$ cat src/rtl/reg_cmd_decoder.sv
// reg_cmd_decoder
//   Decodes 3-byte command frames (ADDR, LOW, HIGH) from a byte stream into a
//   one-hot load strobe plus a 16-bit data word for a bank of shadow registers.
//   ADDR byte: [7:4] must be the sync nibble 4'hA, [3:0] is the register index.
//
// Ports
//   clk         clock, rising edge
//   rst_n       asynchronous active-low reset
//   rx_data_i   received command byte
//   rx_valid_i  rx_data_i valid this cycle
//   rx_ready_o  decoder accepts a byte this cycle (low only in COMMIT)
//   set_o       one-hot load strobe, high only in COMMIT for an in-range index
//   din_l_o     low data byte to all shadow registers
//   din_h_o     high data byte to all shadow registers
//   busy_o      frame in progress (state other than IDLE)
//   err_o       one-cycle pulse on framing, address or timeout error
//   cmd_cnt_o   count of committed frames, wraps 255 -> 0
module reg_cmd_decoder #(
  parameter int NREG    = 4,
  parameter int TIMEOUT = 1000
) (
  input  logic            clk,
  input  logic            rst_n,
  input  logic [7:0]      rx_data_i,
  input  logic            rx_valid_i,
  output logic            rx_ready_o,
  output logic [NREG-1:0] set_o,
  output logic [7:0]      din_l_o,
  output logic [7:0]      din_h_o,
  output logic            busy_o,
  output logic            err_o,
  output logic [7:0]      cmd_cnt_o
);

  localparam int TW = $clog2(TIMEOUT + 1);

  typedef enum logic [1:0] {IDLE, GET_L, GET_H, COMMIT} state_t;

  state_t        state_q, state_d;
  logic [3:0]    idx_q;
  logic [7:0]    low_stage_q;
  logic [7:0]    din_l_q, din_h_q;
  logic          err_q, err_d;
  logic [7:0]    cnt_q;
  logic [TW-1:0] tout_q;

  logic xfer;
  logic sync_ok;
  logic waiting;
  logic tout_hit;

  function automatic logic idx_in_range(input logic [3:0] idx);
    return ({1'b0, idx} < 5'(NREG));
  endfunction

  assign xfer    = rx_valid_i && (state_q != COMMIT);
  assign sync_ok = (rx_data_i[7:4] == 4'hA);
  assign waiting = (state_q == GET_L) || (state_q == GET_H);
  // The counter would reach TIMEOUT on this edge; a transfer in the same
  // cycle wins and the frame carries on.
  assign tout_hit = waiting && !xfer && (tout_q == TW'(TIMEOUT - 1));

  // State register
  always_ff @(posedge clk or negedge rst_n) begin
    if (!rst_n) state_q <= IDLE;
    else        state_q <= state_d;
  end

  // Next-state logic (also forms the registered error request)
  always_comb begin
    state_d = state_q;
    err_d   = 1'b0;
    case (state_q)
      IDLE: begin
        if (xfer) begin
          if (sync_ok) state_d = GET_L;
          else         err_d   = 1'b1;
        end
      end
      GET_L: begin
        if (xfer)          state_d = GET_H;
        else if (tout_hit) begin
          state_d = IDLE;
          err_d   = 1'b1;
        end
      end
      GET_H: begin
        if (xfer) begin
          state_d = COMMIT;
          // Out-of-range index: error is visible during the COMMIT cycle.
          err_d   = !idx_in_range(idx_q);
        end else if (tout_hit) begin
          state_d = IDLE;
          err_d   = 1'b1;
        end
      end
      COMMIT:  state_d = IDLE;
      default: state_d = IDLE;
    endcase
  end

  // Output logic
  always_comb begin
    rx_ready_o = (state_q != COMMIT);
    busy_o     = (state_q != IDLE);
    set_o      = '0;
    if (state_q == COMMIT) begin
      for (int k = 0; k < NREG; k++) set_o[k] = (idx_q == 4'(k));
    end
  end

  assign din_l_o   = din_l_q;
  assign din_h_o   = din_h_q;
  assign err_o     = err_q;
  assign cmd_cnt_o = cnt_q;

  // Frame datapath. The low byte is staged and only moved to din_l_o together
  // with the high byte, so a timed-out partial frame never disturbs din_*_o.
  always_ff @(posedge clk or negedge rst_n) begin
    if (!rst_n) begin
      idx_q       <= '0;
      low_stage_q <= '0;
      din_l_q     <= '0;
      din_h_q     <= '0;
      err_q       <= 1'b0;
      cnt_q       <= '0;
      tout_q      <= '0;
    end else begin
      err_q <= err_d;

      if (state_q == IDLE && xfer && sync_ok) idx_q <= rx_data_i[3:0];
      if (state_q == GET_L && xfer)           low_stage_q <= rx_data_i;
      if (state_q == GET_H && xfer) begin
        din_l_q <= low_stage_q;
        din_h_q <= rx_data_i;
      end

      if (state_q == COMMIT && idx_in_range(idx_q)) cnt_q <= cnt_q + 8'd1;

      if (waiting && !xfer && !tout_hit) tout_q <= tout_q + TW'(1);
      else                               tout_q <= '0;
    end
  end

endmodule

$ cat config.mk
export PLATFORM = sky130hd
export DESIGN_NAME = reg_cmd_decoder
export DESIGN_NICKNAME = d
export VERILOG_FILES = /design/src/rtl/reg_cmd_decoder.sv
export SDC_FILE = /design/constraint.sdc
export NUM_CORES = 1
export LEC_CHECK = 0
export ABC_AREA = 1
export CORE_ASPECT_RATIO = 0.6
export CORE_MARGIN = 2
export CORE_UTILIZATION = 48
export CTS_CLUSTER_DIAMETER = 40
export DETAILED_ROUTE_END_ITERATION = 12
export GPL_TIMING_DRIVEN = 0
export PLACE_DENSITY = 0.75
export SETUP_SLACK_MARGIN = 0.3
export SYNTH_ARGS = -nofsm -noshare
export SYNTH_HDL_FRONTEND = slang
export SYNTH_SLANG_ARGS = --single-unit
$ cat constraint.sdc
create_clock -name clk -period 3.4 [get_ports clk]
set_input_delay 0.68 -clock clk [delete_from_list [all_inputs] [get_ports clk]]
set_output_delay 0.68 -clock clk [all_outputs]
set_load 0.01 [all_outputs]
==> impl_metrics.env, run 1 <==
export IMPL_grt_antenna_before_repair=0
export IMPL_synthFlopType="dfrtp_1"
export IMPL_p_int_mw=1.336
export IMPL_grt_pass1_wl_um=7093
export IMPL_muxShareOfSynthArea_pct=4.429
export IMPL_power_frac_comb_pct=38.1
export IMPL_drtPass1Iterations=4
export IMPL_synth_top_family_by_area="simple AND/OR/NAND/NOR gates"
export IMPL_avgRoutedWirePerCell_um=11.91
export IMPL_stdcell_area_um2=2801
export IMPL_worst_clock_skew_ns=0.01278
export IMPL_post_route_min_period_ns=2.571
export IMPL_dp_final_hpwl_um=3050
export IMPL_tightestPinTransition_ns=0.4432
export IMPL_synth_compound_area_share_pct=7.382
export IMPL_slew_headroom_pct=70.45
export IMPL_synthTopCellsByCount="dfrtp_1, nand2_1, inv_1, o21ai_0, nor2_1"
export IMPL_synth_most_common_cell="dfrtp_1"
export IMPL_clkPwrFrac_pct=17.2
export IMPL_grt_usage_pct=17.42
export IMPL_numCtsBuffers=5
export IMPL_crit_path_max_fanout=9
export IMPL_coreArea_um2=4493
export IMPL_critPathLaunchType="register"
export IMPL_nets=293
export IMPL_dpl_cell_area_um2=2708
export IMPL_sequentialPowerShare_pct=44.7
export IMPL_postCtsSetupBuffers=0
export IMPL_drc=0
export IMPL_min_path_type="in -> async"
export IMPL_grt_pass1_vias=1519
export IMPL_grt_overflow_total=0
export IMPL_synthSimpleGateAreaFrac_pct=19.08
export IMPL_place_gp_congestion=0.7764
export IMPL_hold_viol_final=0
export IMPL_worst_ep_arrival_time_ns=1.89
export IMPL_fin_crit_sh_pct=75.61
export IMPL_drt_wl_total_um=4051
export IMPL_synth_top_area_cell="dfrtp_1"
export IMPL_leakage_nw=1.320
export IMPL_ctsHoldBuffers=0
export IMPL_diodes=0
export IMPL_io_pins=42
export IMPL_ys_warn_count=0
export IMPL_synthArstFlopShare_pct=100.0
export IMPL_criticalPathCategory="reg -> out"
export IMPL_ys_types=27
export IMPL_worstPathRequired_ns=2.72
export IMPL_cts_max_level=2
export IMPL_setup_viol=0
export IMPL_syn_area_um2=2203
export IMPL_slew_violations=0
export IMPL_die_height_um=56.48
export IMPL_grt_max_degree=31
export IMPL_synth_nets=244
export IMPL_synth_xor_xnor_area_share_pct=3.578
export IMPL_ant_nets=0
export IMPL_rows=19
export IMPL_synth_top_area_share_pct=55.65
export IMPL_status="finished clean"
export IMPL_fin_tns_setup_ns=0
export IMPL_clk_pin_slew_worst_paths_ns=0.10
export IMPL_clk_latency_ns=0.31
export IMPL_fmax_ghz=0.3890
export IMPL_reg2reg_setup_slack_ns=1.79
export IMPL_synth_edff_count=0
export IMPL_end_kind="output port"
export IMPL_postCtsResizedCells=0
export IMPL_seq_area_frac_synth_pct=55.65
export IMPL_area_growth_pct=27.14
export IMPL_p_switching_mw=0.7061
export IMPL_viasPerCell=4.835
export IMPL_avgSynthCellArea_um2=9.706
export IMPL_vias=1644
export IMPL_clkSinkCount=49
export IMPL_cap_violations=0
export IMPL_rsz0062_at_grt="no"
export IMPL_drtIter0Drc=68
export IMPL_root_buffer="clkbuf_8"
export IMPL_drive_above_1_share_pct=12.27
export IMPL_synth_adder_area_share_pct=3.407
export IMPL_ys_ff_latch=49
export IMPL_dieArea_um2=5166
export IMPL_fp_dieW_um=91.47
export IMPL_ir_drop_uv=362.8
export IMPL_initial_utilization_pct=49.04
export IMPL_swShare_pct=34.58
export IMPL_cts_tree="yes"
export IMPL_clockBufferDepth=2
export IMPL_syn_inst=227
export IMPL_io_buffers=41
export IMPL_p_per_area_nw_per_um2=728.8
export IMPL_synth_area_leaders="dfrtp_1, nand2_1, o21ai_0"
==> critical path, cell delays in order (launching register included) <==
cell             delay, ns
dfrtp_1               0.41
ha_1                  0.26
nand2_2               0.18
nor3_1                0.17
clkdlybuf4s50_1       0.57
==> layer usage <==
metal	track usage, %	share of wire [%]	vias up
met5	0	0	-
met2	23.84	41	41
met3	4.564	6.0	2
met1	27.24	53	769
li1	-	-	832
met4	4.545	0.52	0
==> cell families after synthesis <==
family	count (synthesis)
compound gates	31
flops	49
fa+ha+maj	6
buf+inv	34
mux	8
xor+xnor	9
simple gates	90
==> worst paths after layout <==
check | startpoint | to | depth (start not counted)
setup / recovery | state_q[0] | set_o[3] | 4
hold / removal | rst_n | idx_q[1] | 1
setup reg to reg | state_q[0] | din_l_o[5] | 7
hold reg to reg | din_h_o[6] | din_h_o[6] | 2
max in group asynchronous | rst_n | tout_q[6] | 2
min in group clk | din_h_o[6] | din_h_o[6] | 2
==> state kept, by name, indices dropped and copies added (netlist names) <==
signal and flops:
low_stage_q 8, cmd_cnt_o 8, din_l_o 8, tout_q 10, err_o 1, idx_q 4, din_h_o 8, state_q 2
==> cells in the final DEF, fill, tap and decap left out, drive strengths merged <==
cell type       n
nand2          49
nor2           17
nand4           3
dfrtp          49
nand3           8
nor4            1
nor3           10
clkinvlp        1
ha              6
clkinv          1
inv            32
or2             1
a21oi           6
mux2            8
xnor2           3
buf             5
clkdlybuf4s50  40
nor3b           1
xor2            6
o21ai          25
clkbuf          5
==> power groups by stage <==
stage | clock network, mW | logic, mW | registers, mW
after floorplan | 0 | 0.380 | 0.957
after global placement | 0 | 0.768 | 0.923
after detailed placement | 0 | 0.783 | 0.927
after CTS | 0.363 | 0.788 | 0.916
after global routing | 0.388 | 0.869 | 0.946
final | 0.351 | 0.778 | 0.914
==> stage by stage <==
step | utilization, % | hold slack [ns] | total power [mW] | worst slack, ns | instances
6_report | 62.35 | 0.3048 | 2.042 | 0.8294 | 340
5_1_grt | 62.35 | 0.3364 | 2.202 | 0.6922 | 340
4_1_cts | 62.35 | 0.3090 | 2.067 | 0.8020 | 340
3_5_place_dp | 60.26 | 0.4722 | 1.709 | 1.146 | 332
3_3_place_gp | 59.93 | 0.4693 | 1.691 | 0.3126 | 331
2_1_floorplan | - | 0.3844 | 1.337 | 1.718 | 227
==> area by class of cell <==
type / instances / area (um2)
fillers: 364 / 1692
clock inverters: 3 / 25.02
flip-flops and latches: 49 / 1226
well taps: 63 / 78.83
repair buffers: 42 / 425.4
plain buffers: 3 / 21.27
multi-input cells: 144 / 834.6
clock buffers: 5 / 68.82
inverters: 31 / 121.4
Power figures use the tool's default switching activity.
==> inputs of run 2 (changes only) <==
==> constraint.sdc (replaced) <==
create_clock -name clk -period 2.4 [get_ports clk]
set_input_delay 0.48 -clock clk [delete_from_list [all_inputs] [get_ports clk]]
set_output_delay 0.48 -clock clk [all_outputs]
set_load 0.01 [all_outputs]
==> run 2 against run 1 <==
  * Flip-flop and latch count unchanged
  * First-iteration DRC count increased by 8.8%
  * Wire length is 1.3% higher
  * Final area is 0.89% higher
  * Hold slack worse by 0.20 ns
  * Die area unchanged
  * Critical path depth increased by 1
  * Utilization rose by 0.56 points
  * Register-to-register slack lost 0.99 ns
  * Largest cell class unchanged
  * Largest power group unchanged
==> impl_metrics.env, run 2 (synthesis results as in run 1) <==
export IMPL_status="finished clean"
export IMPL_ir_drop_uv=519.9
export IMPL_numCtsBuffers=5
export IMPL_clk_latency_ns=0.31
export IMPL_grt_max_degree=31
export IMPL_vias=1655
export IMPL_rr_worst_depth=8
export IMPL_worst_clock_skew_ns=0.01328
export IMPL_drive_above_1_share_pct=13.26
export IMPL_slew_violations=0
export IMPL_tightestPinTransition_ns=0.4411
export IMPL_fin_util_pct=62.91
export IMPL_rr_startpoint="state_q[0]"
export IMPL_largest_register_ffs=10
export IMPL_cap_violations=0
export IMPL_layout_common_cells="dfrtp_1, nand2_1, clkdlybuf4s50_1"
export IMPL_leakage_nw=1.354
export IMPL_clkSinkCount=49
export IMPL_drc=0
export IMPL_avgRoutedWirePerCell_um=12.00
export IMPL_io_pins=42
export IMPL_setup_viol=0
export IMPL_reg2reg_setup_slack_ns=0.80
export IMPL_regMostFlops="tout_q"
export IMPL_worstPathRequired_ns=1.92
export IMPL_p_per_area_nw_per_um2=1034
export IMPL_initial_utilization_pct=49.04
export IMPL_drtIter0Drc=74
export IMPL_final_common_cell="dfrtp_1"
export IMPL_setup_slack_ns=0.4193
export IMPL_fin_crit_sh_pct=82.53
export IMPL_pre_cts_ws_ns=0.3458
export IMPL_end_kind="output port"
export IMPL_grt_pass1_wl_um=7148
export IMPL_reg2reg_to="din_l_o[5]"
export IMPL_ctsHoldBuffers=0
export IMPL_slew_headroom_pct=70.59
export IMPL_coreArea_um2=4493
export IMPL_die_height_um=56.48
export IMPL_fp_dieW_um=91.47
export IMPL_crit_path_max_fanout=9
export IMPL_root_buffer="clkbuf_8"
export IMPL_area_growth_pct=28.28
export IMPL_cts_max_level=2
export IMPL_post_route_min_period_ns=1.981
export IMPL_power_mw=2.922
export IMPL_dp_final_hpwl_um=3050
export IMPL_worst_ep_arrival_time_ns=1.50
export IMPL_grt_usage_pct=17.56
export IMPL_ant_nets=0
export IMPL_diodes=0
export IMPL_criticalPathCategory="reg -> out"
export IMPL_min_path_type="in -> async"
export IMPL_rows=19
export IMPL_clockBufferDepth=2
export IMPL_fill_cells=361
export IMPL_fmax_ghz=0.5049
export IMPL_place_gp_congestion=0.7764
export IMPL_hold_viol_final=0
export IMPL_clk_pin_slew_worst_paths_ns=0.10
export IMPL_fin_tns_setup_ns=0
export IMPL_viasPerCell=4.839
export IMPL_rsz0062_at_grt="no"
export IMPL_dieArea_um2=5166
export IMPL_io_buffers=41
export IMPL_grt_overflow_total=0
export IMPL_grt_antenna_before_repair=0
export IMPL_critPathLaunchType="register"
export IMPL_drt_wl_total_um=4104
export IMPL_cts_tree="yes"
export IMPL_drtPass1Iterations=4
export IMPL_grt_pass1_vias=1536
export IMPL_nets=295
[run 2: cell types whose count changed in the layout (fill, tap and decap cells not counted), sizes merged]
cell	previous run	this run
buf	5	7
dlygate4sd2	0	6
clkdlybuf4s50	40	34
[run 2: per-stage QoR]
step	hold WS (ns)	cells	cell area, um2
final	0.1036	342	2826
after global routing	0.1364	342	2826
after CTS	0.1090	342	2826
after detailed placement	0.4566	332	2708
after global placement	0.4693	331	2693
after floorplan	0.1844	227	2203
[run 2: cell type report]
cell class	instances	area [um2]	area share, %
Multi-Input combinational cell	144	852.1	30.15
Clock buffer	5	68.82	2.435
Clock inverter	3	25.02	0.8853
Inverter	31	121.4	4.294
Buffer	3	21.27	0.7525
Tap cell	63	78.83	2.789
Timing Repair Buffer	44	432.9	15.32
Sequential cell	49	1226	43.38
[run 2: power breakdown]
group / switching, mW / internal [mW]
Clock: 0.287 / 0.211
Sequential: 0.182 / 1.11
Combinational: 0.551 / 0.585
Total: 1.02 / 1.90
[run 2: routing by layer]
layer | track usage, % | wire, um | vias up
met5 | 0 | 0 | -
met4 | 4.545 | 21 | 0
met3 | 4.564 | 229 | 2
met2 | 24.58 | 1700 | 40
met1 | 27.06 | 2152 | 775
li1 | - | - | 838
[run 2: how the worst max path moves through the flow]
| stage | start | endpoint | slack (ns) |
|---|---|---|---|
| floorplan | state_q[0] | din_l_o[5] | 0.90 |
| global placement | rst_n | din_l_o[0] | -0.49 |
| detailed placement | state_q[0] | set_o[3] | 0.35 |
| CTS | state_q[0] | set_o[3] | 0.40 |
| global route | state_q[0] | set_o[3] | 0.32 |
| finish | state_q[0] | set_o[3] | 0.42 |
[run 2: critical path, stage by stage (launching register included)]
cell and delay [ns]:
dfrtp_1 0.36, buf_4 0.14, ha_4 0.16, nand2_4 0.10, nor3_1 0.14, dlygate4sd2_1 0.29
[run 2: repair_timing]
item                                   in CTS  in global routing
setup endpoints to repair                   6                  0
endpoints found under the hold margin       0                  0
setup buffers                               2                  0
resized for setup                           9                  0
